===== config.mk =====
export PLATFORM = sky130hd
export DESIGN_NAME = neuron_layer_sequencer
export DESIGN_NICKNAME = d
export VERILOG_FILES = /design/src/rtl/neuron_layer_sequencer.sv
export SDC_FILE = /design/constraint.sdc
export NUM_CORES = 1
export LEC_CHECK = 0
export CAP_MARGIN = 20
export CORE_MARGIN = 2
export CORE_UTILIZATION = 49
export DETAILED_ROUTE_END_ITERATION = 16
export HOLD_SLACK_MARGIN = 0.06
export PLACE_DENSITY = 0.83
export SYNTH_ARGS = -nofsm -noshare
export SYNTH_HDL_FRONTEND = slang
export SYNTH_SLANG_ARGS = --single-unit

===== constraint.sdc =====
create_clock -name clk -period 4 [get_ports clk]
set_clock_uncertainty 0.2 [all_clocks]
set_input_delay 0.4 -clock clk [delete_from_list [all_inputs] [get_ports clk]]
set_output_delay 0.4 -clock clk [all_outputs]
set_load 0.01 [all_outputs]

===== src/rtl/neuron_layer_sequencer.sv =====
// Sequencer for one fully-parallel neuron layer: accept a vector, pulse run,
// wait the fixed neuron latency, capture outputs, then find the signed argmax.
module neuron_layer_sequencer #(
  parameter int DATA_WIDTH     = 8,
  parameter int NUM_INPUTS     = 4,
  parameter int NUM_NEURONS    = 3,
  parameter int NEURON_LATENCY = 7,
  localparam int CW = (NUM_NEURONS > 1) ? $clog2(NUM_NEURONS) : 1
) (
  input  logic                              clk,
  input  logic                              rst,
  input  logic                              in_valid,
  output logic                              in_ready,
  input  logic [NUM_INPUTS*DATA_WIDTH-1:0]  in_data,
  output logic                              neuron_en,
  output logic                              neuron_run,
  output logic [NUM_INPUTS*DATA_WIDTH-1:0]  neuron_x,
  input  logic [NUM_NEURONS*DATA_WIDTH-1:0] neuron_y,
  output logic                              out_valid,
  input  logic                              out_ready,
  output logic [NUM_NEURONS*DATA_WIDTH-1:0] out_data,
  output logic [CW-1:0]                     out_class,
  output logic                              busy
);

  localparam int CNT_W = $clog2(NEURON_LATENCY);
  localparam logic [CNT_W-1:0] CNT_LOAD = CNT_W'(NEURON_LATENCY - 1);
  localparam logic [CW-1:0]    LAST_IDX = CW'(NUM_NEURONS - 1);

  typedef enum logic [2:0] {S_IDLE, S_START, S_WAIT, S_ARGMAX, S_OUTPUT} state_t;

  state_t state_reg, state_next;

  logic [CNT_W-1:0]                  cnt_reg;
  logic [NUM_INPUTS*DATA_WIDTH-1:0]  x_reg;
  logic [NUM_NEURONS*DATA_WIDTH-1:0] data_reg;
  logic signed [DATA_WIDTH-1:0]      max_reg;
  logic [CW-1:0]                     class_reg;
  logic [CW-1:0]                     idx_reg;
  logic                              en_reg;

  logic accept, capture, step;

  // Signed element views of the captured outputs, indexed by the compare pointer.
  logic signed [DATA_WIDTH-1:0] elem [NUM_NEURONS];
  generate
    for (genvar gi = 0; gi < NUM_NEURONS; gi++) begin : g_elem
      assign elem[gi] = data_reg[gi*DATA_WIDTH +: DATA_WIDTH];
    end
  endgenerate

  always_ff @(posedge clk or posedge rst) begin
    if (rst) state_reg <= S_IDLE;
    else     state_reg <= state_next;
  end

  always_comb begin
    state_next = state_reg;
    accept     = 1'b0;
    capture    = 1'b0;
    step       = 1'b0;
    case (state_reg)
      S_IDLE: begin
        if (in_valid) begin
          accept     = 1'b1;
          state_next = S_START;
        end
      end
      S_START: state_next = S_WAIT;
      S_WAIT: begin
        if (cnt_reg == '0) begin
          capture    = 1'b1;
          state_next = (NUM_NEURONS == 1) ? S_OUTPUT : S_ARGMAX;
        end
      end
      S_ARGMAX: begin
        step = 1'b1;
        if (idx_reg == LAST_IDX) state_next = S_OUTPUT;
      end
      S_OUTPUT: begin
        if (out_ready) state_next = S_IDLE;
      end
      default: state_next = S_IDLE;
    endcase
  end

  always_ff @(posedge clk or posedge rst) begin
    if (rst) begin
      en_reg    <= 1'b0;
      cnt_reg   <= '0;
      x_reg     <= '0;
      data_reg  <= '0;
      max_reg   <= '0;
      class_reg <= '0;
      idx_reg   <= '0;
    end else begin
      en_reg <= 1'b1;
      if (accept) x_reg <= in_data;
      // Counter loaded on the run edge so it reaches zero on the capture edge.
      if (state_reg == S_START)
        cnt_reg <= CNT_LOAD;
      else if (state_reg == S_WAIT && cnt_reg != '0)
        cnt_reg <= cnt_reg - CNT_W'(1);
      if (capture) begin
        data_reg  <= neuron_y;
        max_reg   <= neuron_y[DATA_WIDTH-1:0];
        class_reg <= '0;
        idx_reg   <= CW'(1);
      end else if (step) begin
        if (elem[idx_reg] > max_reg) begin
          max_reg   <= elem[idx_reg];
          class_reg <= idx_reg;
        end
        idx_reg <= idx_reg + CW'(1);
      end
    end
  end

  assign in_ready   = (state_reg == S_IDLE) && !rst;
  assign neuron_en  = en_reg;
  assign neuron_run = (state_reg == S_START);
  assign neuron_x   = x_reg;
  assign out_valid  = (state_reg == S_OUTPUT);
  assign out_data   = data_reg;
  assign out_class  = class_reg;
  assign busy       = (state_reg != S_IDLE);

endmodule


==> results of run 1 <==
-- metrics by stage --
| step | instance area [um^2] | power (mW) | std cells | hold slack [ns] | util |
|---|---|---|---|---|---|
| after global placement | 4770 | 3.49 | 531 | 0.266 | 0.698 |
| final | 5000 | 4.21 | 547 | 0.289 | 0.732 |
| after global routing | 5000 | 4.49 | 547 | 0.312 | 0.732 |
| after CTS | 4990 | 4.21 | 547 | 0.294 | 0.730 |
| after detailed placement | 4770 | 3.55 | 531 | 0.276 | 0.698 |
| after floorplan | 3470 | 2.63 | 324 | 0.289 | - |
-- where the power goes --
part	switching [mW]	internal (mW)
combinational	1.02	1.12
clock	0.271	0.369
sequential	0.294	1.13
-- cell usage in the layout, fill, tap and decap left out, types with 3 or more instances in the layout --
master                            netlist  layout
sky130_fd_sc_hd__o21ai_1                3       3
sky130_fd_sc_hd__ha_1                  11      11
sky130_fd_sc_hd__and3_1                 3       3
sky130_fd_sc_hd__mux2_1                22      22
sky130_fd_sc_hd__mux2_2                10      10
sky130_fd_sc_hd__clkbuf_8               0      10
sky130_fd_sc_hd__inv_1                 15      14
sky130_fd_sc_hd__o21ai_0                9       9
sky130_fd_sc_hd__nor2_1                 8       8
sky130_fd_sc_hd__nand3_1               11      11
sky130_fd_sc_hd__nor2b_1                3       3
sky130_fd_sc_hd__mux2i_1                9       9
sky130_fd_sc_hd__buf_4                  0       6
sky130_fd_sc_hd__dfrtp_1               75      75
sky130_fd_sc_hd__clkdlybuf4s50_1        0     122
sky130_fd_sc_hd__nand2_1               91      91
sky130_fd_sc_hd__o22ai_1                3       3
sky130_fd_sc_hd__a21oi_1                7       7
sky130_fd_sc_hd__o311ai_2               6       6
-- logic make-up after synthesis --
| kind of cell | synth area share |
|---|---|
| buf+inv | 0.0419 |
| fa+ha+maj | 0.0397 |
| mux | 0.130 |
| simple gates | 0.152 |
| flops | 0.541 |
| other cells | 0.00108 |
| compound gates | 0.0945 |
-- worst max-delay path by stage --
stage	endpoint	startpoint	cells past startpoint	slack, ns
6_report	max_reg[6]$_DFFE_PP0P_	idx_reg[0]$_DFFE_PP0P_	9	0.32
4_1_cts	max_reg[0]$_DFFE_PP0P_	idx_reg[0]$_DFFE_PP0P_	9	0.25
2_1_floorplan	max_reg[1]$_DFFE_PP0P_	idx_reg[1]$_DFFE_PP0P_	10	1.30
5_1_grt	max_reg[6]$_DFFE_PP0P_	idx_reg[0]$_DFFE_PP0P_	9	0.05
3_3_place_gp	max_reg[0]$_DFFE_PP0P_	idx_reg[0]$_DFFE_PP0P_	9	0.36
3_5_place_dp	max_reg[0]$_DFFE_PP0P_	idx_reg[0]$_DFFE_PP0P_	9	0.26
-- layout make-up --
type	count	area, um^2	area share
Sequential cell	75	1880	0.375
Multi-Input combinational cell	216	1460	0.292
Timing Repair Buffer	128	1270	0.253
Clock buffer	12	145	0.0290
Tap cell	96	120	0.0240
Clock inverter	4	73.8	0.0148
Inverter	16	60.1	0.0120
-- timing repair --
action                                  CTS  global route
gates resized for setup                   0             1
hold buffers                              0             0
endpoints found under the setup margin    0            10
-- cell usage after synthesis (3+ instances only) --
cell type	count
sky130_fd_sc_hd__nand3_1	11
sky130_fd_sc_hd__nor2_1	8
sky130_fd_sc_hd__clkbuf_1	5
sky130_fd_sc_hd__mux2i_1	9
sky130_fd_sc_hd__and3_1	3
sky130_fd_sc_hd__ha_1	11
sky130_fd_sc_hd__nand2_1	91
sky130_fd_sc_hd__a21oi_1	7
sky130_fd_sc_hd__nor2b_1	3
sky130_fd_sc_hd__o21ai_0	9
sky130_fd_sc_hd__buf_2	11
sky130_fd_sc_hd__dfrtp_1	75
sky130_fd_sc_hd__o21ai_1	3
sky130_fd_sc_hd__inv_1	15
sky130_fd_sc_hd__o311ai_2	6
sky130_fd_sc_hd__mux2_1	22
sky130_fd_sc_hd__o22ai_1	3
sky130_fd_sc_hd__mux2_2	10
-- metal layers --
layer,vias to the layer above,GRT usage,routed length [um]
met1,1408,0.292,3550
met5,-,0,0
li1,1336,-,-
met4,0,0.0923,181
met2,115,0.376,4260
met3,17,0.0443,538
-- worst max-delay path: stages (launching register included) --
cell	delay (ns)
sky130_fd_sc_hd__dfrtp_1	0.57
sky130_fd_sc_hd__nor2b_1	0.47
sky130_fd_sc_hd__nand2_1	0.12
sky130_fd_sc_hd__o21ai_0	0.14
sky130_fd_sc_hd__ha_1	0.30
sky130_fd_sc_hd__a21o_1	0.21
sky130_fd_sc_hd__a2111oi_4	0.44
sky130_fd_sc_hd__o211ai_1	0.41
sky130_fd_sc_hd__and2_1	0.44
sky130_fd_sc_hd__o311ai_2	0.28
==> impl_metrics.xml, run 1 <==
<?xml version="1.0" encoding="UTF-8"?>
<metrics>
  <group name="status">
    <metric name="outcome" unit="">complete, no violations</metric>
  </group>
  <group name="global_routing">
    <metric name="grt_pass1_wl" unit="mm">13.3</metric>
    <metric name="grt_overflow" unit="">0</metric>
    <metric name="total_global_routing_track_utilization" unit="">0.226</metric>
    <metric name="antenna_found_initial" unit="">0</metric>
    <metric name="grt_max_degree" unit="">42</metric>
    <metric name="grt_pass1_vias" unit="">2789</metric>
  </group>
  <group name="timing">
    <metric name="tightest_slew" unit="ns">1.03</metric>
    <metric name="finalHoldViolations" unit="">0</metric>
    <metric name="worst_slack" unit="ns">0.318</metric>
    <metric name="rsz0062_at_grt" unit="">no</metric>
    <metric name="fmax" unit="GHz">0.272</metric>
    <metric name="slew_viol_final" unit="">0</metric>
    <metric name="endpoints_failing_setup" unit="">0</metric>
    <metric name="relSlewSlack" unit="">0.314</metric>
    <metric name="fin_crit_sh" unit="">0.920</metric>
    <metric name="period_needed" unit="ns">3.68</metric>
    <metric name="setup-tns-final" unit="ns">0</metric>
  </group>
  <group name="setup_path">
    <metric name="worstSetupStartpointType" unit="">register</metric>
    <metric name="worstReg2RegStart" unit="">idx_reg[0]$_DFFE_PP0P_</metric>
    <metric name="required_worst_endpoint" unit="ns">4.04</metric>
    <metric name="path_max_fanout" unit="">14</metric>
    <metric name="r2r_end" unit="">max_reg[6]$_DFFE_PP0P_</metric>
    <metric name="critical_path_class" unit="">reg -&gt; reg</metric>
    <metric name="r2r_cells" unit="">9</metric>
    <metric name="crit_path_end_kind" unit="">register</metric>
    <metric name="worstPathArrival" unit="ns">3.73</metric>
    <metric name="rrSetupSlack" unit="ns">0.32</metric>
  </group>
  <group name="clocking">
    <metric name="root_buffer" unit="">sky130_fd_sc_hd__clkbuf_8</metric>
    <metric name="clock_tree_from_tritoncts" unit="">done</metric>
    <metric name="clock-sinks" unit="">75</metric>
    <metric name="tritoncts.num_buffers" unit="">9</metric>
    <metric name="cts.path.max_buffers" unit="">2</metric>
    <metric name="htree_levels" unit="">3</metric>
    <metric name="clkSlewWorstSetupHoldPaths" unit="ns">0.07</metric>
    <metric name="cts_setup_buffers" unit="">0</metric>
    <metric name="clock_insertion_delay_worst_skew" unit="ns">0.35</metric>
  </group>
  <group name="route">
    <metric name="detail_route.vias_per_cell" unit="">5.26</metric>
    <metric name="drt_first_iter_violations" unit="">139</metric>
    <metric name="antenna_violating_nets_post_route" unit="">0</metric>
    <metric name="drt_pass1_iterations" unit="">4</metric>
    <metric name="wl_per_cell" unit="um">15.6</metric>
    <metric name="route.detailed.drc" unit="">0</metric>
    <metric name="routed_wirelength" unit="mm">8.53</metric>
    <metric name="via_count" unit="">2876</metric>
  </group>
  <group name="die">
    <metric name="rows" unit="">30</metric>
    <metric name="chip_height" unit="um">88.1</metric>
    <metric name="die_w" unit="um">88.1</metric>
    <metric name="initial_utilization" unit="">0.508</metric>
    <metric name="design.die.area" unit="mm^2">0.00776</metric>
    <metric name="pin_count" unit="">123</metric>
    <metric name="core-area" unit="mm^2">0.00683</metric>
  </group>
  <group name="worst_hold_path">
    <metric name="min_path_type" unit="">reg -&gt; reg</metric>
    <metric name="hold-path-endpoint" unit="">neuron_x[2]$_DFFE_PP0P_</metric>
    <metric name="timing.hold.worst_path_depth" unit="">1</metric>
    <metric name="worstHoldStart" unit="">neuron_x[2]$_DFFE_PP0P_</metric>
  </group>
  <group name="synthesis">
    <metric name="mapped_cell_area" unit="mm^2">0.00347</metric>
    <metric name="ys_warn_count" unit="">0</metric>
    <metric name="synthTopCellsByArea" unit="">sky130_fd_sc_hd__dfrtp_1, sky130_fd_sc_hd__nand2_1, sky130_fd_sc_hd__mux2_1</metric>
    <metric name="syn_nets" unit="">395</metric>
    <metric name="ys_async_sr_fraction" unit="">1.00</metric>
    <metric name="post_synth_top_flop" unit="">sky130_fd_sc_hd__dfrtp_1</metric>
    <metric name="synth_top_cell_area_share" unit="">0.541</metric>
    <metric name="flops_latches_synth" unit="">75</metric>
    <metric name="netlist.top_cell.by_area" unit="">sky130_fd_sc_hd__dfrtp_1</metric>
    <metric name="synth.avg_cell_area" unit="um^2">10.7</metric>
    <metric name="netlist-cell-type-count" unit="">37</metric>
    <metric name="ys_seq_area_frac" unit="">0.541</metric>
    <metric name="postSynthCellCount" unit="">324</metric>
    <metric name="synth_enable_flop_cells" unit="">0</metric>
  </group>
  <group name="placed_design">
    <metric name="port-buffer-count" unit="">122</metric>
    <metric name="hpwl" unit="mm">6.22</metric>
    <metric name="place.gp.congestion" unit="">0.917</metric>
    <metric name="post-place-ws" unit="ns">0.259</metric>
  </group>
  <group name="flow_run">
    <metric name="timing.max_cap.violations" unit="">0</metric>
  </group>
  <group name="cells_and_area">
    <metric name="largest_register_ff_count" unit="">32</metric>
    <metric name="fillCellCount" unit="">524</metric>
    <metric name="finish.net_count" unit="">517</metric>
    <metric name="diodes" unit="">0</metric>
    <metric name="drive_above_1_share" unit="">0.0931</metric>
    <metric name="area_delta_synth_final" unit="%">44.2</metric>
  </group>
  <group name="power">
    <metric name="p_leak" unit="nW">2.24</metric>
    <metric name="power.density" unit="mW/mm^2">842</metric>
    <metric name="irDropWorstVdd" unit="mV">0.450</metric>
  </group>
</metrics>
No activity file was read; power rests on OpenSTA's default activity.
==> run 2: changes to the inputs <==
--- a/config.mk
+++ b/config.mk
@@ -8,6 +8,7 @@
 export CAP_MARGIN = 20
 export CORE_MARGIN = 2
 export CORE_UTILIZATION = 49
+export CTS_CLUSTER_DIAMETER = 100
 export DETAILED_ROUTE_END_ITERATION = 16
 export HOLD_SLACK_MARGIN = 0.06
 export PLACE_DENSITY = 0.83
==> results of run 2 <==
The final DEF is identical to that of run 1; final timing and power are the same.
